File: src/rtl/swo_defs.sv
// Shared definitions for the SWO NRZ (UART 8N1) decoder: FSM encoding and frame timing constants.
package swo_defs;

  typedef enum logic [2:0] {
    ST_IDLE      = 3'd0,
    ST_START     = 3'd1,
    ST_DATA      = 3'd2,
    ST_STOP      = 3'd3,
    ST_WAIT_IDLE = 3'd4
  } swo_state_e;

  // Frames are one start bit, DATA_BITS data bits (LSB first), one stop bit.
  localparam int DATA_BITS   = 8;
  localparam int MIN_DIV     = 4;
  localparam int SYNC_STAGES = 2;

endpackage

File: src/rtl/swo_byte_fifo.sv
// Byte FIFO with registered head-of-queue output; a push into an empty FIFO is visible one cycle later.
module swo_byte_fifo #(
  parameter int DEPTH = 16
) (
  input  logic                     ext_clock,
  input  logic                     reset,
  input  logic                     push,
  input  logic [7:0]               push_data,
  input  logic                     pop_ready,
  output logic [7:0]               head_data,
  output logic                     head_valid,
  output logic                     full,
  output logic                     empty,
  output logic [$clog2(DEPTH):0]   count,
  output logic                     drop
);
  localparam int PTR_W = $clog2(DEPTH);
  localparam int CNT_W = PTR_W + 1;

  logic [7:0]       mem [DEPTH];
  logic [PTR_W-1:0] wr_ptr_reg, wr_ptr_next;
  logic [PTR_W-1:0] rd_ptr_reg, rd_ptr_next;
  logic [CNT_W-1:0] count_reg, count_next;
  logic [7:0]       head_data_reg;
  logic             head_valid_reg;
  logic             pop, push_ok, bypass;

  assign pop     = head_valid_reg & pop_ready;
  assign full    = (count_reg == CNT_W'(DEPTH));
  assign empty   = (count_reg == '0);
  assign push_ok = push & (~full | pop);
  assign drop    = push & full & ~pop;

  // The incoming byte becomes the new head when nothing older survives this cycle.
  assign bypass = push_ok && (count_reg == (pop ? CNT_W'(1) : CNT_W'(0)));

  always_comb begin
    wr_ptr_next = wr_ptr_reg;
    rd_ptr_next = rd_ptr_reg;
    count_next  = count_reg;
    if (push_ok) wr_ptr_next = wr_ptr_reg + 1'b1;
    if (pop)     rd_ptr_next = rd_ptr_reg + 1'b1;
    if (push_ok && !pop)      count_next = count_reg + 1'b1;
    else if (!push_ok && pop) count_next = count_reg - 1'b1;
  end

  always_ff @(posedge ext_clock) begin
    if (push_ok) mem[wr_ptr_reg] <= push_data;
  end

  always_ff @(posedge ext_clock or negedge reset) begin
    if (!reset) begin
      wr_ptr_reg     <= '0;
      rd_ptr_reg     <= '0;
      count_reg      <= '0;
      head_data_reg  <= '0;
      head_valid_reg <= 1'b0;
    end else begin
      wr_ptr_reg     <= wr_ptr_next;
      rd_ptr_reg     <= rd_ptr_next;
      count_reg      <= count_next;
      head_valid_reg <= (count_next != '0);
      if (bypass)                 head_data_reg <= push_data;
      else if (count_next != '0)  head_data_reg <= mem[rd_ptr_next];
    end
  end

  assign head_data  = head_data_reg;
  assign head_valid = head_valid_reg;
  assign count      = count_reg;

endmodule

File: src/rtl/swo_nrz_decoder.sv
// SWO NRZ (8N1) receiver: synchronizer, bit-timing FSM, byte FIFO, sticky overflow and framing-error pulse.
// Optional byte matcher on trig_match is built only when SWO_MATCH_EN is defined.
module swo_nrz_decoder
  import swo_defs::*;
#(
  parameter int FIFO_DEPTH = 16,
  parameter int DIV_W      = 16
) (
  input  logic                        ext_clock,
  input  logic                        reset,
  input  logic                        swo,
  input  logic [DIV_W-1:0]            baud_div,
  output logic [7:0]                  m_data,
  output logic                        m_valid,
  input  logic                        m_ready,
  output logic [$clog2(FIFO_DEPTH):0] fifo_count,
  output logic                        frame_err,
  output logic                        overflow,
  input  logic                        ovf_clr,
  input  logic [7:0]                  match_value,
  output logic                        trig_match
);
  localparam int BIT_W = $clog2(DATA_BITS);

  logic [SYNC_STAGES-1:0] sync_reg;
  logic                   swo_prev_reg;
  logic                   rx, start_edge, expire;

  swo_state_e             state_reg, state_next;
  logic [DIV_W-1:0]       cnt_reg, cnt_next;
  logic [DIV_W-1:0]       div_reg, div_next, div_eff;
  logic [BIT_W-1:0]       bit_reg, bit_next;
  logic [DATA_BITS-1:0]   shift_reg, shift_next;
  logic                   stop_ok, stop_bad, match_next;

  logic                   push_reg, frame_err_reg, overflow_reg, trig_match_reg;
  logic                   fifo_full, fifo_empty, fifo_drop;
  logic                   unused_fifo_flags;

  assign rx         = sync_reg[SYNC_STAGES-1];
  assign start_edge = swo_prev_reg & ~rx;
  assign div_eff    = (baud_div < DIV_W'(MIN_DIV)) ? DIV_W'(MIN_DIV) : baud_div;
  assign expire     = (cnt_reg <= DIV_W'(1));

  // Flops preset high so reset looks like an idle line and never fakes a start edge.
  always_ff @(posedge ext_clock or negedge reset) begin
    if (!reset) begin
      sync_reg     <= '1;
      swo_prev_reg <= 1'b1;
    end else begin
      sync_reg     <= {sync_reg[SYNC_STAGES-2:0], swo};
      swo_prev_reg <= rx;
    end
  end

  always_comb begin
    state_next = state_reg;
    cnt_next   = cnt_reg;
    div_next   = div_reg;
    bit_next   = bit_reg;
    shift_next = shift_reg;
    stop_ok    = 1'b0;
    stop_bad   = 1'b0;
    case (state_reg)
      ST_IDLE: begin
        if (start_edge) begin
          div_next   = div_eff;
          cnt_next   = div_eff >> 1;
          state_next = ST_START;
        end
      end
      ST_START: begin
        if (!expire) cnt_next = cnt_reg - 1'b1;
        else if (!rx) begin
          bit_next   = '0;
          cnt_next   = div_reg;
          state_next = ST_DATA;
        end else begin
          state_next = ST_IDLE;
        end
      end
      ST_DATA: begin
        if (!expire) cnt_next = cnt_reg - 1'b1;
        else begin
          shift_next = {rx, shift_reg[DATA_BITS-1:1]};
          cnt_next   = div_reg;
          if (bit_reg == BIT_W'(DATA_BITS - 1)) state_next = ST_STOP;
          else                                  bit_next   = bit_reg + 1'b1;
        end
      end
      ST_STOP: begin
        if (!expire) cnt_next = cnt_reg - 1'b1;
        else if (rx) begin
          stop_ok    = 1'b1;
          state_next = ST_IDLE;
        end else begin
          stop_bad   = 1'b1;
          state_next = ST_WAIT_IDLE;
        end
      end
      ST_WAIT_IDLE: begin
        if (rx) state_next = ST_IDLE;
      end
      default: state_next = ST_IDLE;
    endcase
  end

`ifdef SWO_MATCH_EN
  assign match_next = stop_ok && (shift_reg == match_value);
`else
  logic unused_match_value;
  assign unused_match_value = ^match_value;
  assign match_next         = 1'b0;
`endif

  always_ff @(posedge ext_clock or negedge reset) begin
    if (!reset) begin
      state_reg      <= ST_IDLE;
      cnt_reg        <= '0;
      div_reg        <= DIV_W'(MIN_DIV);
      bit_reg        <= '0;
      shift_reg      <= '0;
      push_reg       <= 1'b0;
      frame_err_reg  <= 1'b0;
      trig_match_reg <= 1'b0;
      overflow_reg   <= 1'b0;
    end else begin
      state_reg      <= state_next;
      cnt_reg        <= cnt_next;
      div_reg        <= div_next;
      bit_reg        <= bit_next;
      shift_reg      <= shift_next;
      push_reg       <= stop_ok;
      frame_err_reg  <= stop_bad;
      trig_match_reg <= match_next;
      // A drop in the same cycle as a clear leaves the flag set.
      if (fifo_drop)    overflow_reg <= 1'b1;
      else if (ovf_clr) overflow_reg <= 1'b0;
    end
  end

  swo_byte_fifo #(
    .DEPTH (FIFO_DEPTH)
  ) u_fifo (
    .ext_clock  (ext_clock),
    .reset      (reset),
    .push       (push_reg),
    .push_data  (shift_reg),
    .pop_ready  (m_ready),
    .head_data  (m_data),
    .head_valid (m_valid),
    .full       (fifo_full),
    .empty      (fifo_empty),
    .count      (fifo_count),
    .drop       (fifo_drop)
  );

  assign unused_fifo_flags = fifo_full ^ fifo_empty;
  assign frame_err         = frame_err_reg;
  assign overflow          = overflow_reg;
  assign trig_match        = trig_match_reg;

endmodule

File: config.mk
export PLATFORM = sky130hd
export DESIGN_NAME = swo_nrz_decoder
export DESIGN_NICKNAME = d
export VERILOG_FILES = /design/src/rtl/swo_defs.sv /design/src/rtl/swo_byte_fifo.sv /design/src/rtl/swo_nrz_decoder.sv
export SDC_FILE = /design/constraint.sdc
export NUM_CORES = 1
export LEC_CHECK = 0
export CAP_MARGIN = 20
export CORE_MARGIN = 3
export CORE_UTILIZATION = 30
export CTS_CLUSTER_DIAMETER = 150
export DETAILED_ROUTE_END_ITERATION = 7
export HOLD_SLACK_MARGIN = 0.12
export MAX_ROUTING_LAYER = met4
export SYNTH_ARGS = -nofsm -noshare
export SYNTH_HDL_FRONTEND = slang
export SYNTH_SLANG_ARGS = --single-unit
File: constraint.sdc
create_clock -name ext_clock -period 4.6 [get_ports ext_clock]
set_clock_uncertainty 0.1 [all_clocks]
set_input_delay 1.38 -clock ext_clock [delete_from_list [all_inputs] [get_ports ext_clock]]
set_output_delay 1.38 -clock ext_clock [all_outputs]
set_load 0.02 [all_outputs]
# Word-level counts from Yosys, hierarchy flattened
# Memories as Yosys holds them, arrays and structs flattened.
# Cells that the tools add are included.
word_totals:
  reg_bits: 74
  ram_bits: 128
  inputBits: 29
  out_inout_bits: 17
  word_cells: 103
  n_memories: 1
memory_table:
  columns: ["name", "words", "width", "read_ports", "rd_ports_with_merged_regs", "write_ports", "line_no", "text"]
  rows:
  - ["u_fifo.mem", 16, 8, 1, 0, 1, "swo_byte_fifo.sv:20", "logic [7:0] mem [DEPTH];"]
classes:
  addsub: 6
  magnitude_cmp: 2
  eq_ne: 17
  muxes: 37
  n_bitwise: 9
  reduce_logical: 16
ops:
  columns: ["cell", "n"]
  rows:
  - ["$mux 16", 6]
  - ["$pmux 16 s4", 1]
  - ["$mux 3", 11]
  - ["$ne 2x2->1 const B", 9]
  - ["$le 16x1->1 const B", 1]
  - ["$lt 16x3->1 const B", 1]
  - ["$mux 8", 2]
  - ["$sub 16x1->16 const B", 1]
  - ["$pmux 3 s5", 1]
  - ["$mux 1", 11]
  - ["$mux 5", 2]
  - ["$add 4x1->4 const B", 2]
  - ["$eq 3x2->1 const B", 2]
  - ["$eq 3x3->1 const B", 2]
  - ["$pmux 3 s2", 1]
  - ["$reduce_and 6->1", 1]
  - ["$reduce_bool 2->1", 3]
  - ["$add 5x1->5 const B", 1]
  - ["$and 1x1->1", 5]
  - ["$eq 5x5->1", 1]
  - ["$eq 5x5->1 const B", 1]
  - ["$reduce_and 5->1", 1]
  - ["$reduce_bool 5->1", 1]
  - ["$sub 5x1->5 const B", 1]
  - ["13 further kinds", 19]

# Logic depth before layout (Yosys ltp)
depth:
  word_depth: 11
  depth_mapped: 10
  depth_no_buf: 8

# Hierarchy
# A second synthesis with hierarchy kept.
hier_totals:
  cells_unflattened: 722
  hier_area_um2: 9800.6
by_module_without_submodules:
  columns: ["mod", "instances", "cells_each", "area_each_um2", "seq_area_each_um2"]
  rows:
  - ["swo_byte_fifo", 1, 452, 7051.8, 4394.2]
  - ["swo_nrz_decoder", 1, 270, 2748.9, 1306.3]

# Worst setup path before layout
# OpenSTA, ideal clock, no wires.
synth_path:
  path_kind: "input -> register"
  start: "input port m_ready"
  end: "memory u_fifo.mem[3][0] (enable)"
  setup_ns: 0.383
  arrival_ns: 2.853
  t_required_ns: 4.117
  setup_slack_ns: 1.264
  cell_stages: 5
  path_buffers: 1
  path_cell_list: "buf_2 -> nand2_4 -> a21boi_1 -> nand2_1 -> nor3_1"
synth_via:
  elab_chain_cells: 5
synth_lines:
  columns: ["element", "line_no", "text"]
  rows:
  - ["start, declared", "swo_nrz_decoder.sv:15", "input logic m_ready,"]
  - ["$and 1x1->1", "swo_byte_fifo.sv:28", "assign pop = head_valid_reg & pop_ready;"]
  - ["$or 1x1->1", "swo_byte_fifo.sv:31", "assign push_ok = push & (~full | pop);"]
  - ["$and 1x1->1", "swo_byte_fifo.sv:31", null]
  - ["$mux 1", "swo_byte_fifo.sv:48", "if (push_ok) mem[wr_ptr_reg] <= push_data;"]
  - ["$mux 1 (implied by the code)", "swo_byte_fifo.sv:48", null]
  - ["end, declared", "swo_byte_fifo.sv:20", null]
# No other way between the ends.

# Worst setup path in the final report
layout_path:
  start: "input port m_ready"
  end: "register u_fifo.head_data_reg[1] (netlist: u_fifo.head_data[1])"
layout_via:
  elab_chain_cells: 9
  word_cells_on_any_way: 18
  classes_between: "1 x eq/ne; 6 x mux; 3 x bitwise; 7 x reduce/logical; 1 x memory"
layout_lines:
  columns: ["element", "line_no", "text"]
  rows:
  - ["$and 1x1->1 (*)", "swo_byte_fifo.sv:28", null]
  - ["$or 1x1->1", "swo_byte_fifo.sv:31", null]
  - ["$and 1x1->1", "swo_byte_fifo.sv:31", null]
  - ["$logic_not 1->1", "swo_byte_fifo.sv:44", "else if (!push_ok && pop) count_next = count_reg - 1'b1;"]
  - ["$logic_and 1x1->1", "swo_byte_fifo.sv:44", null]
  - ["$mux 5", "swo_byte_fifo.sv:44", null]
  - ["$mux 5", "swo_byte_fifo.sv:43", "if (push_ok && !pop) count_next = count_reg + 1'b1;"]
  - ["$reduce_bool 5->1", "swo_byte_fifo.sv:64", "else if (count_next != '0) head_data_reg <= mem[rd_ptr_next];"]
  - ["$reduce_bool 2->1 (no line)", null, null]
  - ["end signal, assigned", "swo_byte_fifo.sv:63", "if (bypass) head_data_reg <= push_data;"]
  - ["end signal, assigned", "swo_byte_fifo.sv:64", null]
  - ["end, declared", "swo_byte_fifo.sv:24", "logic [7:0] head_data_reg;"]
# Mark *: on every way between the ends. The rest lies on a longest branch, timed or not. The select of a mux whose other input is x is not followed.
# A chain may end at the register's enable or synchronous reset.

==> flow_summary.ini <==
[power_and_ir_drop]
powerDensity_nw_per_um2 = 609
p_total_w = 0.00715
leakage_nw = 4.42
vdd_ir_drop_max_v = 0.000290

[placed_design]
gp_congestion = 0.820
dp_hpwl_um = 14800
io_buffers = 36

[timing]
slew_headroom = 0.333
final-setup-viol-count = 0
worst-slew-pin-transition_ns = 1.00
hold_viol = 0
rsz0062_at_grt = no
layout_min_cycle_time_ns = 3.52
setup_tns_ns = 0
fmax_mhz = 284
period_share = 0.765
final_max_slew_viol_count = 0

[route]
drt_wl_total_um = 23000
wl_per_cell_um = 18.1
dr.max_layer_used = met4
first_iter_violations = 454
ant_nets = 0
wl_met2_um = 10900
routed-wl-met3_um = 1060
drt-pass1-iter-count = 5
via_count = 6588
wl_met1_um = 10500
drc_errors = 0
vias_per_cell = 5.18

[grt]
grt_pass1_wl_um = 36600
grt_pass1_vias = 6511
antenna_found_initial = 0
grtUsageTotal = 0.133
overflow = 0
grt_max_degree = 75

[setup_path]
crit_path_max_fanout = 17
crit_path_end_kind = flop
regToRegSetupSlack_ns = 1.53
setup.worst_path.class = in2reg
reg2regPathDepth = 7
crit_path_top_delay_cell = clkdlybuf4s50_1
required_ns = 4.87
slowest_delay_ns = 0.80
worstPathArrival_ns = 3.79
timing.rr.end = u_fifo.head_data[2]$_DFFE_PN0P_
start_kind = input pin
critical_path.cell_chain = clkdlybuf4s50_1, a21bo_2, o22ai_1, nor3_1, o21ai_0, a31oi_1, mux2i_1
r2r-start = u_fifo.rd_ptr_reg[0]$_DFF_PN0_

[synthesis]
synth_edf_count = 128
avgSynthCellArea_um2 = 13.2
ys_seq_elements = 202
syn_inst = 764
syn_nets = 805
ys_seq_area_frac = 0.567
synth_cell_types = 72
synth-async-reset-ratio = 0.366
syn-cell-area_um2 = 10100
synth_ff_type = edfxtp_1
yosysWarnings = 0

[finish]
final_nets = 855
fill_cells = 3180
area_growth_pct = 16.9
largest_register_ffs = 128
n_antenna_cell = 0
drive_gt1_frac = 0.182

[floorplanning]
ios = 46
dieArea_um2 = 35700
die_y_um = 189
start_util = 0.307
rows = 66
core_um2 = 32800
fp.dieW_um = 189

[cts]
cts_htree_levels = 1
cts_sinks = 202
clock_latency_ns = 0.51
cts_buffer_depth = 3
cts_hold_buf = 0
post-cts-setup-buffers = 0
clk_pin_slew_ns = 0.06
root_buffer = clkbuf_16
cts_made_buffers = 23
cts_resized = 0
cts_tree = done

[hold_path]
holdPathEnd = sync_reg[1]$_DFF_PN1_
hold_depth = 0
min_path_type = reg2reg
min_from = sync_reg[0]$_DFF_PN1_

[flow_run]
maxCapViolations = 0

[run_status]
status = finished, final reports clean
worst max-delay path, delay by kind of cell:
| family | cells | cell delay, ns |
|---|---|---|
| compound gates | 4 | 1.13 |
| buf+inv | 1 | 0.80 |
| mux | 1 | 0.10 |
| simple gates | 1 | 0.37 |
worst max-delay path by stage:
stage	startpoint	endpoint	slack, ns
floorplan	m_ready	u_fifo.mem[3][0]$_DFFE_PP_	1.26
global placement	m_ready	u_fifo.head_data[6]$_DFFE_PN0P_	0.57
detailed placement	m_ready	u_fifo.head_data[6]$_DFFE_PN0P_	0.57
CTS	m_ready	u_fifo.head_data[6]$_DFFE_PN0P_	1.08
global route	m_ready	u_fifo.head_data[1]$_DFFE_PN0P_	0.89
finish	m_ready	u_fifo.head_data[1]$_DFFE_PN0P_	1.08
area by class of cell:
cell class,count,area (um^2),share of cell area
Multi-Input combinational cell,493,4060,0.345
Inverter,27,101,0.00862
Clock buffer,31,656,0.0558
Sequential cell,202,5700,0.485
Tap cell,442,553,0.0471
Timing Repair Buffer,67,591,0.0503
Clock inverter,10,91.3,0.00777
kinds of logic after synthesis:
| family | Yosys count | synth area share |
|---|---|---|
| flops | 202 | 0.567 |
| simple gates | 169 | 0.0899 |
| compound gates | 159 | 0.104 |
| mux | 137 | 0.179 |
| buf+inv | 69 | 0.0304 |
| xor+xnor | 15 | 0.0138 |
| fa+ha+maj | 12 | 0.0149 |
| other cells | 1 | 0.000373 |
cell usage after synthesis (3+ instances only):
library cell,count,area share
edfxtp_1,128,0.38
mux2i_1,81,0.081
dfrtp_1,70,0.17
nor2_1,40,0.015
nand2_1,38,0.014
o22ai_1,35,0.022
mux4_2,32,0.072
o21ai_0,32,0.016
nor3_1,29,0.014
a21oi_1,27,0.013
inv_1,26,0.0097
mux2_2,24,0.027
buf_2,19,0.0095
clkbuf_1,15,0.0056
ha_1,12,0.015
nand3_1,12,0.0060
and2_1,11,0.0068
xnor2_1,11,0.0096
a21o_1,10,0.0075
a31oi_1,10,0.0062
a32oi_1,10,0.0087
a221oi_1,6,0.0052
a2bb2oi_1,5,0.0044
and3_1,4,0.0025
buf_4,4,0.0030
dfstp_2,4,0.010
nand2b_1,4,0.0025
nor4_1,4,0.0025
or2_2,4,0.0025
a222oi_1,3,0.0030
buf_1,3,0.0011
nand4_1,3,0.0019
xor2_1,3,0.0026
where the power goes:
part | internal, W | switching (W)
clock network | 0.00106 | 0.000729
registers | 0.00217 | 0.000279
logic | 0.00130 | 0.00161
total | 0.00453 | 0.00262
routing by layer:
metal  track usage  vias to the layer above
li1              -                     3048
met1         0.179                     3337
met2         0.213                      163
met3        0.0185                       40
met4        0.0329                        0
met5             -                        -
placed cells by master, fill, tap and decap left out, types with 4 or more instances in the layout:
master,instances
clkbuf_16,23
o22ai_1,35
a2bb2oi_1,5
clkbuf_8,5
nor3_1,29
dfstp_2,4
a21oi_1,27
mux2i_1,81
mux4_2,32
xnor2_1,11
o21ai_0,32
nand3_1,12
edfxtp_1,128
nor2_1,40
nand2b_1,4
mux2_2,24
and2_1,11
clkdlybuf4s50_1,35
or2_2,4
nor4_1,4
a221oi_1,6
ha_1,12
a32oi_1,10
nand2_1,38
and3_1,4
dfrtp_1,69
inv_1,26
a31oi_1,10
buf_4,32
a21o_1,10
per-stage QoR:
stage | util | instances | instance area [um^2] | worst slack (ns) | hold slack [ns]
floorplan | - | 764 | 10100 | 1.26 | 0.245
global placement | 0.336 | 1231 | 11000 | 0.571 | 0.246
CTS | 0.358 | 1272 | 11800 | 1.08 | 0.256
detailed placement | 0.336 | 1231 | 11000 | 0.568 | 0.247
finish | 0.358 | 1272 | 11800 | 1.08 | 0.255
global route | 0.358 | 1272 | 11800 | 0.890 | 0.263
(Power assumes the default switching activity.)
